[src/rtl/hazard_forward_unit_if.sv]
// hazard_forward_unit_if: ID-stage instruction fields in, forwarding and stall controls out
interface hazard_forward_unit_if #(
    parameter int REG_W = 5,
    parameter int CNT_W = 16
);
    logic             id_valid;
    logic [REG_W-1:0] id_rs;
    logic [REG_W-1:0] id_rt;
    logic             id_uses_rt;
    logic [REG_W-1:0] id_rd;
    logic             id_regwrite;
    logic             id_memread;
    logic             flush;
    logic [1:0]       fwd_a;
    logic [1:0]       fwd_b;
    logic             fwd_id_a;
    logic             fwd_id_b;
    logic             stall;
    logic             bubble;
    logic [CNT_W-1:0] stall_cycles;

    modport master (
        output id_valid, id_rs, id_rt, id_uses_rt, id_rd, id_regwrite, id_memread, flush,
        input  fwd_a, fwd_b, fwd_id_a, fwd_id_b, stall, bubble, stall_cycles
    );

    modport slave (
        input  id_valid, id_rs, id_rt, id_uses_rt, id_rd, id_regwrite, id_memread, flush,
        output fwd_a, fwd_b, fwd_id_a, fwd_id_b, stall, bubble, stall_cycles
    );
endinterface

[src/rtl/hazard_forward_unit.sv]
// hazard_forward_unit: shadow-pipeline forwarding selects, WB-to-ID bypass and multi-cycle load-use stalls
module hazard_forward_unit #(
    parameter int REG_W    = 5,
    parameter int LOAD_LAT = 1,
    parameter int CNT_W    = 16
) (
    input logic                  clk,
    input logic                  reset,
    hazard_forward_unit_if.slave hf
);
    typedef enum logic {IDLE, STALL} state_t;

    state_t           state_q, state_d;
    logic [1:0]       cnt_q, cnt_d;
    logic [REG_W-1:0] idex_rs_q, idex_rt_q, idex_rd_q, exmem_rd_q, memwb_rd_q;
    logic             idex_rw_q, idex_mr_q, exmem_rw_q, memwb_rw_q;
    logic [CNT_W-1:0] stall_cycles_q;
    logic             exmem_live, memwb_live, detect, stall, bubble;

    assign exmem_live = exmem_rw_q && exmem_rd_q != '0;
    assign memwb_live = memwb_rw_q && memwb_rd_q != '0;

    assign hf.fwd_a = (exmem_live && exmem_rd_q == idex_rs_q) ? 2'b10 :
                      (memwb_live && memwb_rd_q == idex_rs_q) ? 2'b01 : 2'b00;
    assign hf.fwd_b = (exmem_live && exmem_rd_q == idex_rt_q) ? 2'b10 :
                      (memwb_live && memwb_rd_q == idex_rt_q) ? 2'b01 : 2'b00;

    assign hf.fwd_id_a = hf.id_valid && memwb_live && memwb_rd_q == hf.id_rs;
    assign hf.fwd_id_b = hf.id_valid && hf.id_uses_rt && memwb_live && memwb_rd_q == hf.id_rt;

    assign detect = hf.id_valid && !hf.flush && idex_mr_q && idex_rw_q && idex_rd_q != '0 &&
                    (idex_rd_q == hf.id_rs || (hf.id_uses_rt && idex_rd_q == hf.id_rt));

    assign bubble          = stall || hf.flush;
    assign hf.stall        = stall;
    assign hf.bubble       = bubble;
    assign hf.stall_cycles = stall_cycles_q;

    // Stall sequencing: the detect cycle is the first bubble, STALL covers the remaining LOAD_LAT-1
    always_comb begin
        state_d = state_q;
        cnt_d   = cnt_q;
        stall   = detect;
        if (state_q == IDLE) begin
            if (detect && LOAD_LAT > 1) begin
                state_d = STALL;
                cnt_d   = 2'(LOAD_LAT - 1);
            end
        end else begin
            stall = !hf.flush;
            if (hf.flush) begin
                state_d = IDLE;
                cnt_d   = 2'd0;
            end else begin
                cnt_d = cnt_q - 2'd1;
                if (cnt_q == 2'd1) state_d = IDLE;
            end
        end
    end

    // Stall state register
    always_ff @(posedge clk) begin
        if (reset) begin
            state_q <= IDLE;
            cnt_q   <= 2'd0;
        end else begin
            state_q <= state_d;
            cnt_q   <= cnt_d;
        end
    end

    // Shadow pipeline: a bubble loads an all-zero ID/EX entry, downstream stages always advance
    always_ff @(posedge clk) begin
        if (reset) begin
            idex_rs_q  <= '0;
            idex_rt_q  <= '0;
            idex_rd_q  <= '0;
            idex_rw_q  <= 1'b0;
            idex_mr_q  <= 1'b0;
            exmem_rd_q <= '0;
            exmem_rw_q <= 1'b0;
            memwb_rd_q <= '0;
            memwb_rw_q <= 1'b0;
        end else begin
            idex_rs_q  <= bubble ? '0 : hf.id_rs;
            idex_rt_q  <= bubble ? '0 : hf.id_rt;
            idex_rd_q  <= bubble ? '0 : hf.id_rd;
            idex_rw_q  <= !bubble && hf.id_valid && hf.id_regwrite;
            idex_mr_q  <= !bubble && hf.id_valid && hf.id_memread;
            exmem_rd_q <= idex_rd_q;
            exmem_rw_q <= idex_rw_q;
            memwb_rd_q <= exmem_rd_q;
            memwb_rw_q <= exmem_rw_q;
        end
    end

    // Saturating count of stalled cycles
    always_ff @(posedge clk) begin
        if (reset) stall_cycles_q <= '0;
        else if (stall && !(&stall_cycles_q)) stall_cycles_q <= stall_cycles_q + 1'b1;
    end
endmodule

[src/flat_wrapper.sv]
// flat-port wrapper written by rule: the top's interface ports become plain ports
module hazard_forward_unit_flat 
#(
    parameter int REG_W    = 5,
    parameter int LOAD_LAT = 1,
    parameter int CNT_W    = 16
)
  (clk, reset, hf_id_valid, hf_id_rs, hf_id_rt, hf_id_uses_rt, hf_id_rd, hf_id_regwrite, hf_id_memread, hf_flush, hf_fwd_a, hf_fwd_b, hf_fwd_id_a, hf_fwd_id_b, hf_stall, hf_bubble, hf_stall_cycles);
  hazard_forward_unit_if #(.REG_W(REG_W), .CNT_W(CNT_W)) hf_i ();
  input logic clk;
  input logic reset;
  input wire logic [$bits(hf_i.id_valid)-1:0] hf_id_valid;
  input wire logic [$bits(hf_i.id_rs)-1:0] hf_id_rs;
  input wire logic [$bits(hf_i.id_rt)-1:0] hf_id_rt;
  input wire logic [$bits(hf_i.id_uses_rt)-1:0] hf_id_uses_rt;
  input wire logic [$bits(hf_i.id_rd)-1:0] hf_id_rd;
  input wire logic [$bits(hf_i.id_regwrite)-1:0] hf_id_regwrite;
  input wire logic [$bits(hf_i.id_memread)-1:0] hf_id_memread;
  input wire logic [$bits(hf_i.flush)-1:0] hf_flush;
  output wire logic [$bits(hf_i.fwd_a)-1:0] hf_fwd_a;
  output wire logic [$bits(hf_i.fwd_b)-1:0] hf_fwd_b;
  output wire logic [$bits(hf_i.fwd_id_a)-1:0] hf_fwd_id_a;
  output wire logic [$bits(hf_i.fwd_id_b)-1:0] hf_fwd_id_b;
  output wire logic [$bits(hf_i.stall)-1:0] hf_stall;
  output wire logic [$bits(hf_i.bubble)-1:0] hf_bubble;
  output wire logic [$bits(hf_i.stall_cycles)-1:0] hf_stall_cycles;
  assign hf_i.id_valid = hf_id_valid;
  assign hf_i.id_rs = hf_id_rs;
  assign hf_i.id_rt = hf_id_rt;
  assign hf_i.id_uses_rt = hf_id_uses_rt;
  assign hf_i.id_rd = hf_id_rd;
  assign hf_i.id_regwrite = hf_id_regwrite;
  assign hf_i.id_memread = hf_id_memread;
  assign hf_i.flush = hf_flush;
  assign hf_fwd_a = hf_i.fwd_a;
  assign hf_fwd_b = hf_i.fwd_b;
  assign hf_fwd_id_a = hf_i.fwd_id_a;
  assign hf_fwd_id_b = hf_i.fwd_id_b;
  assign hf_stall = hf_i.stall;
  assign hf_bubble = hf_i.bubble;
  assign hf_stall_cycles = hf_i.stall_cycles;
  hazard_forward_unit #(.REG_W(REG_W), .LOAD_LAT(LOAD_LAT), .CNT_W(CNT_W)) u_core (.clk(clk), .reset(reset), .hf(hf_i));
endmodule
[config.mk]
export PLATFORM = sky130hd
export DESIGN_NAME = hazard_forward_unit_flat
export DESIGN_NICKNAME = d
export VERILOG_FILES = /design/src/rtl/hazard_forward_unit_if.sv /design/src/rtl/hazard_forward_unit.sv /design/src/flat_wrapper.sv
export SDC_FILE = /design/constraint.sdc
export NUM_CORES = 1
export LEC_CHECK = 0
export CAP_MARGIN = 20
export CORE_MARGIN = 2
export CORE_UTILIZATION = 45
export CTS_CLUSTER_DIAMETER = 200
export DETAILED_ROUTE_END_ITERATION = 6
export PLACE_DENSITY = 0.79
export SYNTH_ARGS = -nofsm -noshare
export SYNTH_HDL_FRONTEND = slang
export SYNTH_SLANG_ARGS = --single-unit
[constraint.sdc]
create_clock -name clk -period 2.1 [get_ports clk]
set_input_delay 0.42 -clock clk [delete_from_list [all_inputs] [get_ports clk]]
set_output_delay 0.42 -clock clk [all_outputs]
set_load 0.05 [all_outputs]
==> impl_metrics.ini, run 1 <==
[timing]
fin_ws_ns = -0.170
rsz0062_at_grt = yes
fmax_mhz = 441
fin_crit_ns = 2.27
hold_viol = 0
finalClockSkew_ns = 0.0104
setup_viol = 6
relSlewSlack_pct = 60.3
tightest_slew_ns = 0.594
min_period_over_period_pct = 108
drv_slew = 0

[clock_tree]
cts.sinks = 48
root_buffer = clkbuf_8
insertion_delay_ns = 0.30
path_clk_slew_ns = 0.08
tritoncts = done
cts_made_buffers = 5
cts_buffer_depth = 2
h-tree-depth = 2

[critical_path]
worstSetupPathType = flip-flop to output port
worstPathMaxFanout = 2
worstPathRequired_ns = 1.68
crit_path_end_kind = output port
arrival_ns = 1.85
worstSetupStartpointType = flip-flop

[floorplan]
pin_count = 46
fp.coreArea_sq_mm = 0.00551
die_area_sq_mm = 0.00634
die_y_um = 79.6
std_cell_rows = 27
start_util_pct = 46.7
dieWidth_um = 79.6

[global_route]
grt_max_degree = 33
track_usage_pct = 21.7
grt_pass1_vias = 2278
antenna_found_initial = 0
grt_pass1_wl_um = 10600
gr-total-overflow = 0

[synthesis]
syn_area_sq_mm = 0.00257
synth.distinct_cells = 41
ys.flop_type = dfxtp_1
yosys_warnings = 0
synth_nets = 314
ys_ff_latch = 48
syn_area_per_cell_sq_um = 8.87
synthCells = 290
synth_edf_count = 0
yosysSeqAreaShare_pct = 37.3
synthArstFlopShare_pct = 0

[finish]
n_fill_cell = 413
register_area_sq_um = 981
multi_input_area_sq_mm = 0.00172
nets = 401
fin_area_sq_mm = 0.00381
final_util_pct = 69.2
area_growth_pct = 48.0
diodes = 0
drive_above_1_share_pct = 33.2

[pwr]
clkPwrFrac_pct = 30.2
p_comb_share_pct = 14.5
p_leak_nw = 1.55
netSwitchingFraction_pct = 24.7
p_sw_w = 0.000422
peakVddDrop_mv = 0.267
p_int_w = 0.00129
pwr-share-seq_pct = 55.3
p_total_w = 0.00171
powerDensity_mw_per_mm2 = 448

[detailed_routing]
ant_nets = 0
vias = 2402
via_per_inst = 5.35
drt_iter0_markers = 113
wl_per_cell_um = 15.1
firstDrtPassIters = 4
routed_wl_um = 6770
drc = 0

[worst_hold_path]
hold_path_class = input pin to flip-flop

[run]
cap_violations = 0

[outcome]
failed_checks = setup timing
outcome = finished, violations left

[placed_design]
dp_hpwl_um = 4750
placed_cell_area_sq_mm = 0.00350
dpl_worst_slack_ns = -0.418
port_buffers = 45
place_congestion = 0.846
[cell usage in the layout (no fill, tap or decap), drive strengths merged, types with 4 or more instances in the layout]
cell,netlist,final
and2,16,16
and3,11,11
and4,4,4
buf,6,62
clkbuf,12,7
clkdlybuf4s50,0,24
dfxtp,48,48
dlygate4sd2,0,9
mux2,13,13
nand2,8,8
nand3,24,24
nand4,13,13
nor2,19,19
nor2b,26,26
nor4,7,7
o21ai,13,13
o22ai,4,4
xnor2,26,26
xor2,14,14
[power by group through the flow]
stage / Combinational, W / Clock [W] / Sequential [W]
CTS: 0.000231 / 0.000535 / 0.000943
floorplan: 0.000114 / 0 / 0.000962
detailed placement: 0.000217 / 0 / 0.000965
finish: 0.000248 / 0.000515 / 0.000944
global route: 0.000267 / 0.000577 / 0.000946
global placement: 0.000211 / 0 / 0.000964
[Yosys cell counts (4+ instances only)]
master,instances,area (sq um)
and3_1,11,68.8
xnor2_1,26,228
and4_1,4,35.0
nor2b_1,26,163
dfxtp_1,48,961
mux2_2,11,124
nand3_1,24,120
xor2_1,14,123
nand4_1,13,81.3
clkbuf_1,11,41.3
nand2_1,8,30.0
nor2_1,19,71.3
o21ai_0,7,35.0
o21ai_1,6,30.0
nor4_1,6,37.5
o22ai_1,4,25.0
and2_1,16,100
[kinds of logic (layout without fill, tap and decap cells)]
group,Yosys count,in the layout,synth area share [%]
buffers and inverters,21,108,3.69
AND/OR/NAND/NOR,136,136,30.1
multiplexers,15,15,6.47
AO/OA/AOI/OAI,28,28,7.78
flip-flops,48,48,37.3
adder cells (fa/ha/maj),2,2,0.972
XOR/XNOR,40,40,13.6
[flip-flops by register name (all words and copies together), names as in the netlist]
signal and cells:
u_core.cnt_q 2, u_core.exmem_rd_q 5, u_core.exmem_rw_q 1, u_core.hf.stall_cycles 16, u_core.idex_mr_q 1, u_core.idex_rd_q 5
u_core.idex_rs_q 5, u_core.idex_rt_q 5, u_core.idex_rw_q 1, u_core.memwb_rd_q 5, u_core.memwb_rw_q 1, u_core.state_q 1
[metrics by stage]
stage | std cells | TNS, ns | hold slack (ns)
5_1_grt | 449 | -1.67 | 0.462
4_1_cts | 446 | -0.576 | 0.495
6_report | 449 | -0.623 | 0.458
3_5_place_dp | 427 | -10.77 | 0.469
3_3_place_gp | 427 | -8.30 | 0.466
2_1_floorplan | 290 | -0.176 | 0.439
[layout make-up]
class                           instances  share of cell area [%]
Clock inverter                          1                   0.131
Inverter                                3                   0.296
Clock buffer                            6                    1.90
Sequential cell                        48                    25.7
Timing Repair Buffer                   98                    24.5
Multi-Input combinational cell        221                    45.1
Tap cell                               72                    2.36
[critical path, cell delays in order, from the launching register on]
cell     delay (ns)
dfxtp_2        0.33
or4_4          0.55
o21ai_4        0.21
nor4_4         0.08
nor4_4         0.20
buf_12         0.18
[metal layers]
layer | up-vias | part of all wire (%) | routed length (um) | track usage, %
met4 | 0 | 2.3 | 155 | 6.38
met5 | - | 0 | 0 | 0
met2 | 72 | 51 | 3460 | 39.0
met1 | 1143 | 42 | 2870 | 26.1
li1 | 1174 | - | - | -
met3 | 13 | 4.1 | 275 | 4.19
[worst paths after layout]
check	from	to	slack, ns	depth (start not counted)
max	u_core.exmem_rd_q[4]	hf_fwd_a[0]	-0.17	5
min	hf_id_rt[1]	u_core.idex_rt_q[1]	0.46	3
max reg2reg	u_core.idex_rd_q[0]	u_core.hf.stall_cycles[5]	0.02	8
min reg2reg	u_core.idex_rw_q	u_core.exmem_rw_q	0.49	1
[what timing repair did]
item	4_1_cts	5_1_grt
pin swaps	13	9
setup buffers	13	3
setup endpoints to repair	25	19
gates resized for setup	36	23
gates cloned	0	0
hold buffers	0	0
No activity file was read; power rests on OpenSTA's default activity.
==> run 2, diff against run 1 <==
--- a/config.mk
+++ b/config.mk
@@ -6,11 +6,13 @@
 export NUM_CORES = 1
 export LEC_CHECK = 0
 export CAP_MARGIN = 20
+export CORE_ASPECT_RATIO = 1.2
 export CORE_MARGIN = 2
 export CORE_UTILIZATION = 45
 export CTS_CLUSTER_DIAMETER = 200
 export DETAILED_ROUTE_END_ITERATION = 6
 export PLACE_DENSITY = 0.79
+export REMOVE_ABC_BUFFERS = 1
 export SYNTH_ARGS = -nofsm -noshare
 export SYNTH_HDL_FRONTEND = slang
 export SYNTH_SLANG_ARGS = --single-unit
==> run 2 against run 1 <==
- the run still ends with setup timing left
- cell count shrank 1.6%
- clock skew shrank 0.0051 ns
- wire length grew 8.9%
- fmax shrank 9.3%
- non-clock buffer count is the same
- sequential power is essentially flat
- die area is essentially flat
- cell area shrank 0.36%
- core utilization shrank 1.3 points
- worst setup slack lost 0.23 ns
- register-to-register slack gained 0.07 ns
- critical path type unchanged
- largest cell class unchanged
- largest power group unchanged
==> impl_metrics.ini, run 2 (synthesized netlist as in run 1, its figures left out) <==
[outcome]
outcome = finished, violations left
failed_checks = setup timing

[finish]
nets = 401
diodes = 0
largest_reg_flops = 16
area_growth_pct = 47.5
fin_area_sq_mm = 0.00380
layout_commonest_cell = buf_4
drive_above_1_share_pct = 32.3
mostFrequentLayoutCells = buf_4 (47), dfxtp_1 (39), nor2b_1 (26)

[pwr]
peakVddDrop_mv = 0.363
p_leak_nw = 1.53
powerDensity_mw_per_mm2 = 466

[critical_path]
arrival_ns = 2.08
worstSetupPathType = flip-flop to output port
worstPathRequired_ns = 1.68
worstSetupStartpointType = flip-flop
crit_path_end_kind = output port
worstPathMaxFanout = 2
rrSetupSlack_ns = 0.09

[floorplan]
die_y_um = 86.8
std_cell_rows = 30
pin_count = 46
start_util_pct = 46.0
die_area_sq_mm = 0.00634
dieWidth_um = 73.0
fp.coreArea_sq_mm = 0.00559

[detailed_routing]
firstDrtPassIters = 4
routed_wl_um = 7370
vias = 2480
drt_iter0_markers = 101
via_per_inst = 5.61
ant_nets = 0
wl_per_cell_um = 16.7
drc = 0

[timing]
fmax_mhz = 400
setup_viol = 7
tns_ns = -1.39
rsz0062_at_grt = yes
drv_slew = 0
hold_viol = 0
relSlewSlack_pct = 61.0
fin_crit_ns = 2.50
tightest_slew_ns = 0.584
min_period_over_period_pct = 119
finalClockSkew_ns = 0.00525
fin_ws_ns = -0.402

[placed_design]
placed_cell_area_sq_mm = 0.00340
place_congestion = 0.961
dp_hpwl_um = 5030
dpl_worst_slack_ns = -0.383
port_buffers = 45

[clock_tree]
cts_buffer_depth = 2
tritoncts = done
insertion_delay_ns = 0.30
cts.sinks = 48
h-tree-depth = 2
root_buffer = clkbuf_8
postCtsHoldBufs = 0
path_clk_slew_ns = 0.09
cts_made_buffers = 5

[worst_hold_path]
hold_path_class = input pin to flip-flop

[run]
cap_violations = 0

[global_route]
grt_pass1_wl_um = 11100
grt_max_degree = 37
antenna_found_initial = 0
track_usage_pct = 22.9
grt_pass1_vias = 2425
gr-total-overflow = 0
==> run 2: changes by cell type in the layout (fill, tap and decap cells not counted), moves of 3 or more <==
cell,change
buf_6,+3
clkdlybuf4s15_1,+3
dfxtp_1,+5
dfxtp_2,-8
dfxtp_4,+3
xnor2_1,-3
xnor2_2,+3
==> run 2: timing repair <==
action	in CTS	in global routing
buffers inserted	11	2
setup endpoints to repair	13	27
gates cloned	0	0
gates resized for setup	56	20
pin swaps	22	4
==> run 2: worst paths after layout <==
path                             start                        end  depth (start not counted)
setup / recovery  u_core.exmem_rd_q[0]                hf_fwd_b[0]                          8
hold / removal             hf_id_rt[2]        u_core.idex_rt_q[2]                          3
setup reg to reg   u_core.idex_rd_q[0]  u_core.hf.stall_cycles[0]                          6
hold reg to reg      u_core.exmem_rw_q          u_core.memwb_rw_q                          1
==> run 2: layer usage <==
layer,global-route usage (%),wire (um)
met1,24.3,2830
met5,0,0
met3,4.19,350
met4,11.4,280
met2,42.1,3900
==> run 2: layout make-up <==
cell class / instances / area [sq um]
clock buffer: 6 / 82.6
multi-input combinational: 221 / 1690
fill: 415 / 1800
inverter: 3 / 11.3
timing repair buffer: 98 / 933
sequential: 48 / 982
clock inverter: 2 / 15.0
tap: 64 / 80.1
==> run 2: worst max-delay path: stages (launching register included) <==
cell     delay (ns)
dfxtp_2        0.33
or4_4          0.54
o21ai_2        0.14
buf_6          0.13
buf_6          0.10
nor4_4         0.04
nor4_2         0.19
buf_4          0.18
buf_12         0.13
==> run 2: power by group <==
part	total [W]	internal, W	switching (W)
combinational	0.000247	0.000131	0.000116
sequential	0.000946	0.000924	0.0000213
clock	0.000577	0.000267	0.000310
==> run 2: stage by stage <==
step                      total power [W]  utilization, %  cells  hold slack (ns)
after floorplan                   0.00105               -    272            0.431
after global placement            0.00116            60.9    423            0.445
after detailed placement          0.00117            60.9    423            0.463
after CTS                         0.00176            66.1    441            0.472
after global routing              0.00183            67.9    442            0.485
final                             0.00177            67.9    442            0.489
==> run 3, diff against run 2 <==
--- a/config.mk
+++ b/config.mk
@@ -6,7 +6,7 @@
 export NUM_CORES = 1
 export LEC_CHECK = 0
 export CAP_MARGIN = 20
-export CORE_ASPECT_RATIO = 1.2
+export CORE_ASPECT_RATIO = 0.6
 export CORE_MARGIN = 2
 export CORE_UTILIZATION = 45
 export CTS_CLUSTER_DIAMETER = 200
==> run 3 against run 2 <==
- the flow still finishes with violations (setup timing)
- non-clock buffer count decreased by 5
- die area grew 0.28%
- cell area increased by 1.3%
- core utilization is 1.5 points higher
- critical path type unchanged
- critical endpoint unchanged
- largest cell class unchanged
==> impl_metrics.ini, run 3 (synthesized netlist as in run 1, its figures left out) <==
[timing]
tightest_slew_ns = 0.613
fin_ws_ns = -0.196
min_period_over_period_pct = 109
relSlewSlack_pct = 58.6
fin_hold_ws_ns = 0.486
fmax_mhz = 436
finalClockSkew_ns = 0.00751
fin_crit_ns = 2.30
hold_viol = 0
drv_slew = 0
tns_ns = -0.836
setup_viol = 8
rsz0062_at_grt = yes

[placed_design]
dp.cells = 437
placed_cell_area_sq_mm = 0.00343
place_congestion = 0.913
port_buffers = 45
dp_hpwl_um = 5050

[critical_path]
startpoint = u_core.exmem_rd_q[4]
path_cells = or4_4 -> o21ai_4 -> nor4_4 -> nor4_2 -> buf_4 -> buf_12
crit_path_top_delay_cell = or4_4
worstPathRequired_ns = 1.68
worstSetupStartpointType = flip-flop
cp.depth = 6
cp_num_buf_inv = 2
arrival_ns = 1.88
crit_path_end_kind = output port
crit_family = simple AND/OR/NAND/NOR gates
reg2reg_depth = 7
critPathMaxStageDelay_ns = 0.54
worstSetupPathType = flip-flop to output port
r2r-start = u_core.hf.stall_cycles[0]
worstPathMaxFanout = 2

[floorplan]
dieWidth_um = 102
pin_count = 46
die_y_um = 62.6
start_util_pct = 46.4
die_area_sq_mm = 0.00636
fp.coreArea_sq_mm = 0.00554
std_cell_rows = 21

[finish]
drive_above_1_share_pct = 33.2
nets = 396
largest_reg_flops = 16
fin_area_sq_mm = 0.00384
multi_input_area_sq_mm = 0.00175
register_area_sq_um = 981
diodes = 0
final_util_pct = 69.3
area_growth_pct = 49.3
n_fill_cell = 373
layout_commonest_cell = buf_4
final_cells = 453
mostFrequentLayoutCells = buf_4 (45), dfxtp_1 (38), nor2b_1 (26)

[detailed_routing]
drc = 0
firstDrtPassIters = 5
routed_wl_um = 7890
via_per_inst = 5.43
ant_nets = 0
drt_iter0_markers = 244
wl_per_cell_um = 17.4
vias = 2458

[pwr]
p_leak_nw = 1.58
peakVddDrop_mv = 0.297
p_int_w = 0.00132
netSwitchingFraction_pct = 25.7
pwr-share-seq_pct = 53.4
clkPwrFrac_pct = 32.8
p_comb_share_pct = 13.8
p_sw_w = 0.000455
powerDensity_mw_per_mm2 = 461

[global_route]
antenna_found_initial = 0
grt_pass1_vias = 2272
track_usage_pct = 22.6
grt_pass1_wl_um = 11200
grt_max_degree = 35
gr-total-overflow = 0

[clock_tree]
insertion_delay_ns = 0.31
cts_made_buffers = 5
postCtsHoldBufs = 0
cts_buffer_depth = 2
tritoncts = done
h-tree-depth = 2
cts.sinks = 48
path_clk_slew_ns = 0.09
root_buffer = clkbuf_8

[worst_hold_path]
hold_path_class = flip-flop to flip-flop
holdPathStages = 1
holdCritStartpoint = u_core.idex_rw_q

[outcome]
outcome = finished, violations left
failed_checks = setup timing

[run]
cap_violations = 0
[run 3: cell types whose count changed in the layout (fill, tap and decap cells not counted), sizes merged]
| cell | change |
|---|---|
| clkdlybuf4s15 | -3 |
| clkinvlp | -2 |
| buf | -6 |
| dlymetal6s2s | +1 |
| dlygate4sd2 | +3 |
| clkinv | +2 |
[run 3: worst register-to-register path, cell delays in order, from the launching register on]
cell and delay (ns):
dfxtp_1 0.41, ha_1 0.24, nand3_1 0.15, a31oi_2 0.33, buf_4 0.19, nor2_1 0.04, a31oi_1 0.23, o311ai_0 0.28
[run 3: cell type report]
cell class	instances	share of cell area, %
clock buffer	6	2.15
timing repair buffer	93	23.5
tap	80	2.60
sequential	48	25.5
multi-input combinational	221	45.6
clock inverter	2	0.260
inverter	3	0.293
[run 3: routing by layer]
metal	vias up	share of wire, %	global-route usage [%]
met1	1173	45	32.1
met2	93	46	34.0
met3	22	5.8	6.04
met5	-	0	0
li1	1170	-	-
met4	0	3.1	5.57
[run 3: timing repair]
action	CTS	global route
pin swaps	15	14
gates cloned	0	0
gates resized for setup	42	32
setup endpoints to repair	9	24
buffers inserted	6	4
[run 3: power groups by stage]
stage | Combinational (W) | Clock [W] | Sequential [W]
3_5_place_dp | 0.000198 | 0 | 0.000965
6_report | 0.000245 | 0.000581 | 0.000947
3_3_place_gp | 0.000192 | 0 | 0.000964
4_1_cts | 0.000208 | 0.000584 | 0.000946
2_1_floorplan | 0.0000847 | 0 | 0.000963
5_1_grt | 0.000260 | 0.000638 | 0.000949
[run 3: worst paths after layout]
kind	slack, ns	endpoint
max reg2reg	0.04	u_core.hf.stall_cycles[4]
min reg2reg	0.49	u_core.exmem_rw_q
min	0.49	u_core.exmem_rw_q
max	-0.20	hf_fwd_b[0]
[run 3: metrics by stage]
step,worst slack (ns),total power (W)
6_report,-0.196,0.00177
3_5_place_dp,-0.316,0.00116
4_1_cts,-0.262,0.00174
2_1_floorplan,-1.27,0.00105
5_1_grt,-0.298,0.00185
3_3_place_gp,-0.276,0.00116
==> RTL change 1 (flow settings as in run 1) <==
`memwb_rd_q` no longer has a reset.
--- a/src/rtl/hazard_forward_unit.sv
+++ b/src/rtl/hazard_forward_unit.sv
@@ -81,3 +81,2 @@
             exmem_rw_q <= 1'b0;
-            memwb_rd_q <= '0;
             memwb_rw_q <= 1'b0;
@@ -91,5 +90,8 @@
             exmem_rw_q <= idex_rw_q;
-            memwb_rd_q <= exmem_rd_q;
             memwb_rw_q <= exmem_rw_q;
         end
+    end
+
+    always_ff @(posedge clk) begin
+        memwb_rd_q <= exmem_rd_q;
     end
Behaviour: no difference found for any inputs over 10 cycles, from zero or initial values and one cycle with reset high; that may be too few to reach the edited logic, so the function may still have changed.
==> RTL change 1 against run 1 <==
  * The flow still finishes with violations (negative setup slack)
  * Power grew 13%
  * Sequential cell count stayed put
  * Register-to-register slack got worse by 0.24 ns
  * Clock skew is 0.0030 ns lower
  * Via count shrank 9.3%
  * Area after synthesis decreased by 12%
  * Utilization up 6.6 points
  * Design area shrank 4.8%
  * Sequential power about the same
  * Routed wire length up 3.5%
  * Worst hold slack got worse by 0.066 ns
  * First-iteration DRC count rose by 35%
  * Worst setup slack got worse by 0.10 ns
==> RTL change 1: results (changes against run 1) <==
Yosys
  • Xor and xnor area share after synthesis: 16.3% (+2.7 points)
  • Post-synthesis mux area share: 2.38% (-4.1 points)
  • Register area share after synthesis: 42.5% (+5.2 points)
  • Area share of fa/ha/maj cells after synthesis: 1.11% (+0.13 points)
  • Top cells by area, synth: dfxtp_1 43%, xnor2_1 10%, xor2_1 6.2%, and2_1 4.4%, nor2b_1 3.3%

Timing
  • Setup WS post-layout: -0.270 ns (-0.0998 ns)
  • Final setup fails: 29 (+23)
  • Worst-Margin Slew: 0.509 ns (-0.0845 ns)
  • Setup TNS: -4.38 ns (-3.76 ns)

Route
  • Via count: 2178 (-9.3%)
  • Routed length per instance: 17.4 um (+16%)
  • DR iter-0 viols: 153 (+35%)

Min path
  • Min-delay worst type: register to register
  • HP Start: u_core.exmem_rd_q[4]

Place
  • DP HPWL: 4340 um (-8.7%)
  • Placed cell count: 384 (-10%)
  • Gpl congestion: 0.980 (+16%)

Layout
  • Final layout net count: 358 (-11%)
  • Finished Layout Cells: 402 (-10%)
  • Fillcell total: 288 (-30%)
  • Layout cell share with drive strength beyond 1: 36.1% (+3.0 points)

Critical path
  • Crit path launch: u_core.idex_rd_q[0]

Run status
  • Failing checks: negative setup slack
  • Outcome: finished, violations left

Clocking
  • Setup bufs post-CTS: 4 (-9)
  • Post-CTS Resized: 29 (-19%)

GRT
  • Global Route Usage Sum: 22.7% (+1.0 points)
  • Number of global-route vias before repair: 2044 (-10%)
[RTL change 1: changes by cell type after synthesis, moves of 7 or more]
cell,change
nand3_1,-11
nor2_1,-7
nand4_1,-7
and3_1,-7
or3_1,+8
mux2_2,-8
a21oi_1,+14
nor2b_1,-14
[RTL change 1: path summary, 6_finish.rpt]
path	end	slack, ns	depth (start not counted)
max	hf_bubble	-0.27	5
min	u_core.memwb_rd_q[4]	0.39	0
max reg2reg	u_core.idex_mr_q	-0.22	9
min reg2reg	u_core.memwb_rd_q[4]	0.39	0
[RTL change 1: per-stage QoR]
| stage | setup WS, ns | power [mW] |
|---|---|---|
| after floorplan | -0.0889 | 1.07 |
| after global placement | -0.296 | 1.16 |
| after detailed placement | -0.367 | 1.17 |
| after CTS | -0.273 | 1.88 |
| after global routing | -0.320 | 1.97 |
| final | -0.270 | 1.93 |
[RTL change 1: per-layer routing]
layer	vias to the layer above	GRT usage, %	wire [um]
li1	1035	-	-
met1	1053	27.5	2840
met2	78	39.1	3610
met3	12	5.09	402
met4	0	9.13	144
met5	-	0	0
[RTL change 1: layout make-up]
cell class | instances | area [sq um] | area share [%]
Multi-Input combinational cell | 184 | 1530 | 42.1
Sequential cell | 48 | 980 | 27.0
Timing Repair Buffer | 90 | 892 | 24.6
Clock buffer | 7 | 96.3 | 2.66
Tap cell | 67 | 83.8 | 2.31
Clock inverter | 1 | 30.0 | 0.828
Inverter | 5 | 18.8 | 0.518
[RTL change 1: power groups by stage]
stage / clock network (mW) / registers [mW] / logic, mW
floorplan: 0 / 0.962 / 0.104
global placement: 0 / 0.964 / 0.200
detailed placement: 0 / 0.965 / 0.206
CTS: 0.727 / 0.944 / 0.207
global route: 0.762 / 0.947 / 0.265
finish: 0.733 / 0.945 / 0.249
==> RTL change 2 (settings of run 1) <==
Without the edit above. `REG_W` is set to 5 in 3 places; all go to 6.
--- a/src/rtl/hazard_forward_unit_if.sv
+++ b/src/rtl/hazard_forward_unit_if.sv
@@ -2,3 +2,3 @@
 interface hazard_forward_unit_if #(
-    parameter int REG_W = 5,
+    parameter int REG_W = 6,
     parameter int CNT_W = 16
--- a/src/rtl/hazard_forward_unit.sv
+++ b/src/rtl/hazard_forward_unit.sv
@@ -2,3 +2,3 @@
 module hazard_forward_unit #(
-    parameter int REG_W    = 5,
+    parameter int REG_W    = 6,
     parameter int LOAD_LAT = 1,
--- a/src/flat_wrapper.sv
+++ b/src/flat_wrapper.sv
@@ -3,3 +3,3 @@
 #(
-    parameter int REG_W    = 5,
+    parameter int REG_W    = 6,
     parameter int LOAD_LAT = 1,
Ports: changed (resized hf_id_rd, hf_id_rs and hf_id_rt); port bits go from 46 to 49. No check against the original RTL was run, so the function may have changed too.
==> RTL change 2 against run 1 <==
  * The run still ends with negative setup slack left
  * Design area fell by 4.1%
  * First-iteration DRC count grew 3.5%
  * Die area is 2.0% lower
  * Worst setup slack worse by 0.022 ns
  * Sequential power up 11%
  * Sequential cell count up 5
  * Worst hold slack improved by 0.033 ns
  * Power grew 22%
  * Area after synthesis down 2.1%
  * Non-clock buffer count fell by 17
  * Routed wire length fell by 2.6%
  * Combinational power down 8.1%
  * Highest routed layer unchanged
==> RTL change 2: results (changes against run 1) <==
Run status
  • Outcome: finished, violations left
  • Failing checks: negative setup slack

Yosys
  • Yosys cell types: 40 (-2.4%)
  • Syn_nets: 292 (-7.0%)
  • Post-synthesis compound-gate area fraction: 9.43% (+1.7 points)
  • Top cells by area, synth: dfxtp_1 42%, xnor2_1 12%, xor2_1 5.2%, and2_1 4.5%, nor2b_1 4.2%
  • Area share of fa/ha/maj cells after synthesis: 0.993% (+0.021 points)
  • Post-synthesis mux area share: 1.29% (-5.2 points)
  • Xor and xnor area share after synthesis: 17.4% (+3.8 points)
  • Synth top cells by count: 53 x dfxtp_1, 35 x xnor2_1, 18 x and2_1, 17 x nor2b_1

Min path
  • Worst Hold Depth: 1 (-2)
  • Hold Crit Endpoint: u_core.exmem_rw_q

Pwr
  • Leak: 1.44 nW (-7.0%)
  • VDD IR-drop max: 0.000396 V (+48%)

Critical path
  • Flop2flop setup slack: 0.08 ns (+0.06 ns)
  • Critical Path End: hf_fwd_a[1]
  • Worst path arrival time: 1.87 ns (+0.02 ns)
  • R2R Path Start: u_core.idex_rd_q[4]
  • FF-to-FF End: u_core.hf.stall_cycles[15]

Clocking
  • Post-CTS Resized: 33 (-8.3%)

GRT
  • First-pass GRT wire length: 10200 um (-4.3%)
  • Largest net degree at the start of global routing: 25 (-24%)

Layout
  • Final layout net count: 367 (-8.5%)
  • Fillcell total: 438 (+6.1%)

Timing
  • Setup WS post-layout: -0.192 ns (-0.0222 ns)
  • Final setup fails: 6 (unchanged)
  • Worst-Margin Slew: 0.508 ns (-0.0854 ns)
  • Post-Route Skew: 0.00358 ns (-0.00681 ns)

Place
  • IO buf count: 48 (+6.7%)
  • Gpl congestion: 0.893 (+5.5%)
  • DP HPWL: 4710 um (-0.81%)

Route
  • Pre-Repair DR Iteration Count: 6 (+2)
[RTL change 2: changes by cell type after synthesis, sizes merged, moves of 5 or more]
cell | run 1 | this run
dfxtp | 48 | 53
o31ai | 0 | 5
nor2 | 19 | 8
a21oi | 0 | 13
xnor2 | 26 | 35
nor2b | 26 | 17
nand2 | 8 | 15
and3 | 11 | 6
mux2 | 13 | 2
nand3 | 24 | 7
or3 | 0 | 8
[RTL change 2: kinds of logic after synthesis]
group                    Yosys count
AND/OR/NAND/NOR                  108
buffers and inverters             15
XOR/XNOR                          50
adder cells (fa/ha/maj)            2
flip-flops                        53
AO/OA/AOI/OAI                     34
multiplexers                       3
[RTL change 2: routing by layer]
metal  global-route usage [%]  up-vias  share of wire [%]
li1                         -     1066                  -
met1                     25.3     1060                 43
met2                     36.4       71                 51
met3                     4.20       18                3.5
met4                     8.62        0                2.8
met5                        0        -                  0
[RTL change 2: layout make-up]
type                    count  area share [%]
repair buffers             81            21.4
flip-flops and latches     53            29.7
clock buffers               5            1.88
multi-input cells         198            42.7
well taps                  72            2.47
inverters                   1           0.103
clock inverters             3            1.78
[RTL change 2: power by group]
part           internal [mW]  leakage [nW]  switching (mW)
Sequential              1.03         0.439          0.0257
Clock                  0.473        0.0681           0.335
Combinational          0.124         0.938           0.103
[RTL change 2: per-stage QoR]
step	setup TNS, ns	setup slack [ns]	hold WS [ns]	cells	power [mW]
global route	-1.38	-0.264	0.498	413	2.16
floorplan	-0.129	-0.129	0.439	265	1.18
global placement	-4.39	-0.301	0.461	401	1.28
finish	-0.997	-0.192	0.490	413	2.09
CTS	-1.18	-0.243	0.489	411	2.08
detailed placement	-5.29	-0.348	0.464	401	1.29
